[config.mk]
export PLATFORM = sky130hd
export DESIGN_NAME = tlp_tx_sched
export DESIGN_NICKNAME = d
export VERILOG_FILES = /design/src/rtl/tlp_tx_sched.sv
export SDC_FILE = /design/constraint.sdc
export NUM_CORES = 1
export LEC_CHECK = 0
export ABC_CLOCK_PERIOD_IN_PS = 10600
export CAP_MARGIN = 20
export CORE_MARGIN = 2
export CORE_UTILIZATION = 25
export DETAILED_ROUTE_END_ITERATION = 8
export PLACE_DENSITY_LB_ADDON = 0.2
export SYNTH_ARGS = -nofsm -noshare
export SYNTH_HDL_FRONTEND = slang
export SYNTH_SLANG_ARGS = --single-unit
[constraint.sdc]
create_clock -name pcieClk_in -period 10.6 [get_ports pcieClk_in]
set_input_delay 2.12 -clock pcieClk_in [delete_from_list [all_inputs] [get_ports pcieClk_in]]
set_output_delay 2.12 -clock pcieClk_in [all_outputs]
set_load 0.01 [all_outputs]
[src/rtl/tlp_tx_sched.sv]
// Purpose : transmit scheduler; queues receiver actions in an in-order FIFO and
//           round-robins them with FPGA->CPU DMA burst requests toward the sender.
// Latency : push to txValid_out 2 cycles when idle; 3 clocks minimum per item.
// Backpressure: the action producer is never stalled (overflow drops and sets a
//           sticky flag); txValid_out holds with stable payload until txReady_in.
// Ports   : pcieClk_in/pcieRst_in clock and async high reset; actData_in/actValid_in
//           action push; dmaReq_in/dmaLen_in/dmaAck_out DMA request and grant;
//           txData_out/txIsDma_out/txLen_out/txValid_out/txReady_in issue channel;
//           txDone_in sender completion; fifoLevel_out occupancy; ovfError_out sticky drop.
module tlp_tx_sched #(
  parameter int ACT_W = 64,
  parameter int DEPTH = 8
) (
  input  logic                       pcieClk_in,
  input  logic                       pcieRst_in,
  input  logic [ACT_W-1:0]           actData_in,
  input  logic                       actValid_in,
  input  logic                       dmaReq_in,
  input  logic [4:0]                 dmaLen_in,
  output logic                       dmaAck_out,
  output logic [ACT_W-1:0]           txData_out,
  output logic                       txIsDma_out,
  output logic [4:0]                 txLen_out,
  output logic                       txValid_out,
  input  logic                       txReady_in,
  input  logic                       txDone_in,
  output logic [$clog2(DEPTH):0]     fifoLevel_out,
  output logic                       ovfError_out
);

  localparam int AW = $clog2(DEPTH);
  localparam int LW = AW + 1;
  localparam logic [LW-1:0] FULL_LVL = LW'(DEPTH);

  typedef enum logic [1:0] {S_IDLE, S_ISSUE, S_BUSY} state_t;

  state_t            state;
  state_t            state_nxt;
  logic [ACT_W-1:0]  mem [DEPTH];
  logic [AW-1:0]     wr_ptr;
  logic [AW-1:0]     rd_ptr;
  logic [LW-1:0]     level;
  logic              ovf;
  logic              last_grant_dma;

  logic act_pend;
  logic grant;
  logic grant_dma;
  logic handshake;
  logic pop;
  logic push;

  assign act_pend  = (level != '0);
  assign grant     = (state == S_IDLE) && (act_pend || dmaReq_in);
  // DMA wins when it is the only source, or when both contend and actions went last.
  assign grant_dma = dmaReq_in && (!act_pend || !last_grant_dma);
  assign handshake = (state == S_ISSUE) && txReady_in;
  assign pop       = handshake && !txIsDma_out;
  // A full queue still accepts a push when the head leaves in the same cycle.
  assign push      = actValid_in && ((level != FULL_LVL) || pop);

  assign fifoLevel_out = level;
  assign ovfError_out  = ovf;

  // Storage needs no reset: level and pointers define which entries are valid.
  always_ff @(posedge pcieClk_in) begin
    if (push) mem[wr_ptr] <= actData_in;
  end

  always_ff @(posedge pcieClk_in or posedge pcieRst_in) begin
    if (pcieRst_in) begin
      wr_ptr <= '0;
      rd_ptr <= '0;
      level  <= '0;
      ovf    <= 1'b0;
    end else begin
      if (push) wr_ptr <= wr_ptr + 1'b1;
      if (pop)  rd_ptr <= rd_ptr + 1'b1;
      case ({push, pop})
        2'b10:   level <= level + 1'b1;
        2'b01:   level <= level - 1'b1;
        default: level <= level;
      endcase
      if (actValid_in && !push) ovf <= 1'b1;
    end
  end

  // Issue payload is captured at grant time so it stays stable through S_ISSUE
  // even though the FIFO head or dmaLen_in may move underneath it.
  always_ff @(posedge pcieClk_in or posedge pcieRst_in) begin
    if (pcieRst_in) begin
      txData_out     <= '0;
      txIsDma_out    <= 1'b0;
      txLen_out      <= '0;
      last_grant_dma <= 1'b1;
    end else if (grant) begin
      last_grant_dma <= grant_dma;
      txIsDma_out    <= grant_dma;
      txData_out     <= grant_dma ? '0 : mem[rd_ptr];
      txLen_out      <= grant_dma ? dmaLen_in : 5'd0;
    end
  end

  always_ff @(posedge pcieClk_in or posedge pcieRst_in) begin
    if (pcieRst_in) state <= S_IDLE;
    else            state <= state_nxt;
  end

  always_comb begin
    state_nxt = state;
    case (state)
      S_IDLE:  if (grant)      state_nxt = S_ISSUE;
      S_ISSUE: if (txReady_in) state_nxt = S_BUSY;
      S_BUSY:  if (txDone_in)  state_nxt = S_IDLE;
      default: state_nxt = S_IDLE;
    endcase
  end

  always_comb begin
    txValid_out = 1'b0;
    dmaAck_out  = 1'b0;
    if (state == S_ISSUE) begin
      txValid_out = 1'b1;
      dmaAck_out  = txReady_in && txIsDma_out;
    end
  end

endmodule

==> flow_summary.json <==
{
  "gr-max-usage-layer": "met2",
  "ys_types": 38,
  "slew_headroom": 0.279,
  "min_to": "txData_out[7]$_DFFE_PP0P_",
  "clock_path_buffers": 3,
  "drcViolationCount": 0,
  "synth_area_leader_cell": "edfxtp_1",
  "grtUsageMet1": 0.150,
  "fin_util": 0.307,
  "synth-compound-area-share": 0.0273,
  "required_ns": 8.48,
  "clkSinkCount": 596,
  "antenna_found_initial": 8,
  "cts_resized": 0,
  "worst-slew-pin-transition_ns": 1.08,
  "synthFlopType": "edfxtp_1",
  "grt_pass1_vias": 11100,
  "crit_path_end_kind": "output port",
  "post_cts_buffers": 0,
  "rows": 109,
  "fin_crit_sh": 0.518,
  "powerDensity_nw_per_um2": 267,
  "rsz0062_at_grt": "false",
  "crit_slowest_cell": "clkdlybuf4s50_1",
  "ys_seq_elements": 596,
  "hold_path_depth": 2,
  "use_met2": 0.186,
  "synth.cell_area_um2": 22200,
  "hp-start": "txData_out[7]$_DFFE_PP0P_",
  "syn-instance-count": 1040,
  "ff2ff_path_depth": 5,
  "skew_ns": 0.0283,
  "path_cells": "clkdlybuf4s50_1 -> and3_1 -> clkdlybuf4s50_1",
  "fmax_mhz": 182,
  "cpPeakStageDelay_ns": 0.55,
  "synthArstFlopShare": 0.141,
  "ys_warn_count": 0,
  "fin_cells": 2442,
  "finalSetupViolCount": 0,
  "grt_max_degree": 94,
  "hold_buffers": 0,
  "ios": 152,
  "firstDrtPassIters": 5,
  "diodes": 0,
  "clk_pin_slew_ns": 0.06,
  "status": "completed",
  "drt_iter0_drc": 650,
  "dpl.cell_count": 2326,
  "synth_xor_area_frac": 0.00237,
  "startpoint_type": "input port",
  "synth_top_family_by_area": "multiplexers",
  "place_congestion": 0.656,
  "finalCriticalPeriod_ns": 5.49,
  "yosys.area_share.simple": 0.0316,
  "synth_top_area_frac": 0.694,
  "syn_to_final_growth_pct": 22.3,
  "routed-via-count": 10400,
  "core_um2": 88100,
  "slew_viol_final": 0,
  "irDropWorstVdd_uv": 163,
  "reg2reg_slack_ns": 7.25,
  "rr_startpoint": "rd_ptr[1]$_DFFE_PP0N_",
  "root_buffer": "clkbuf_16",
  "grt_usage": 0.114,
  "hp-class": "reg2reg",
  "fin_tns_setup_ns": 0,
  "start_util": 0.251,
  "synth-edff-count": 512,
  "numPortBuffers": 151,
  "drv_cap": 0,
  "die_h_um": 302,
  "grtUsageMet3": 0.0326,
  "cp_max_fo": 5,
  "die_area_um2": 91000,
  "htreeDepth": 2,
  "synth_mux_area_frac": 0.132,
  "cts_tree": "built",
  "synth_common_cells": "edfxtp_1, nand2_1, mux4_2",
  "cts_buffers": 61,
  "yosysMostFrequentCell": "edfxtp_1",
  "synthAdderAreaFrac": 0.00316,
  "die_w_um": 302,
  "path_class": "in2out",
  "seq_area_frac_synth": 0.789,
  "worst_path_most_repeated_cell": "clkdlybuf4s50_1",
  "synth.top_cells.by_area": "edfxtp_1, mux4_2, dfrtp_1",
  "leakage_nw": 8.98,
  "nNetsFinal": 1305,
  "fillers": 8618,
  "wirelength_um": 52000,
  "fin_hold_ws_ns": 0.461,
  "avgSynthCellArea_um2": 21.3,
  "worstSkewPairLatency_ns": 0.61,
  "synth.net_count": 1120,
  "hold_viol_final": 0,
  "regToRegEndpoint": "txData_out[43]$_DFFE_PP0P_",
  "worstPathArrival_ns": 3.37,
  "grt_pass1_wl_um": 76300,
  "ant_nets": 0,
  "avgViaCountPerCell": 4.26,
  "layout-drive-gt1-share": 0.205,
  "overflow": 0,
  "wl_per_cell_um": 21.3,
  "place_hpwl_um": 28500
}
-- report_power, final --
group          internal (mW)  switching, mW  leakage (nW)
clock network           1.22          0.897         0.978
logic                  0.894           1.02          2.29
registers               3.00          0.216          5.71
-- cells in the final DEF, fill, tap and decap left out, drive strengths merged, types with 2 or more instances in the layout --
| cell type | netlist | final |
|---|---|---|
| clkbuf | 12 | 84 |
| buf | 37 | 20 |
| clkinv | 0 | 22 |
| ha | 4 | 4 |
| edfxtp | 512 | 512 |
| nor2b | 2 | 2 |
| nand2 | 142 | 142 |
| dfrtp | 83 | 83 |
| nand2b | 5 | 5 |
| mux2i | 2 | 2 |
| nor2 | 7 | 7 |
| a22oi | 63 | 63 |
| a21oi | 2 | 2 |
| mux4 | 128 | 128 |
| clkdlybuf4s50 | 0 | 151 |
| nor3 | 2 | 2 |
| and4bb | 2 | 2 |
| a21o | 3 | 3 |
| bufinv | 0 | 4 |
| a22o | 5 | 5 |
| o21ai | 4 | 4 |
| inv | 6 | 9 |
| xnor2 | 5 | 5 |
| clkinvlp | 0 | 2 |
-- area by class of cell --
type | count | area (um^2) | share of cell area
tap | 1165 | 1460 | 0.0538
clock inverter | 31 | 277 | 0.0102
timing repair buffer | 171 | 1730 | 0.0640
inverter | 6 | 25.0 | 0.000924
multi-input combinational | 389 | 4410 | 0.163
sequential | 596 | 17500 | 0.645
clock buffer | 84 | 1700 | 0.0629
-- worst max-delay path, delay by kind of cell --
family	cells	cell delay, ns
buffers and inverters	2	1.08
AND/OR/NAND/NOR	1	0.17
-- worst max path at each step --
| stage | from | slack, ns | endpoint |
|---|---|---|---|
| global placement | txReady_in | 5.10 | dmaAck_out |
| CTS | txReady_in | 5.11 | dmaAck_out |
| finish | txReady_in | 5.11 | dmaAck_out |
| floorplan | txReady_in | 3.00 | mem[0][0]$_DFFE_PP_ |
| global route | txReady_in | 5.08 | dmaAck_out |
| detailed placement | txReady_in | 5.12 | dmaAck_out |
-- state kept, by name, summed over array words and instances (netlist names) --
register	count
txIsDma_out	1
ovfError_out	1
rd_ptr	3
txData_out	64
fifoLevel_out	4
txLen_out	5
last_grant_dma	1
state	2
mem	512
wr_ptr	3
-- metrics by stage --
stage / setup WS, ns / instance area (um^2) / power, mW
6_report: 5.11 / 27100 / 7.24
5_1_grt: 5.08 / 27100 / 7.65
4_1_cts: 5.11 / 27100 / 7.41
3_5_place_dp: 5.12 / 25100 / 5.26
3_3_place_gp: 5.10 / 25000 / 5.24
2_1_floorplan: 3.00 / 22200 / 4.48
-- cell families after synthesis --
kind of cell,Yosys count
xor+xnor,6
compound gates,80
buf+inv,55
simple gates,167
fa+ha+maj,5
flops,596
mux,131
-- routing by layer --
metal	vias up	share of wire
met5	-	0.0020
met4	16	0.017
met3	77	0.059
met2	199	0.48
met1	5511	0.44
li1	4592	-
Note: power is estimated with default switching activity, not from simulation.
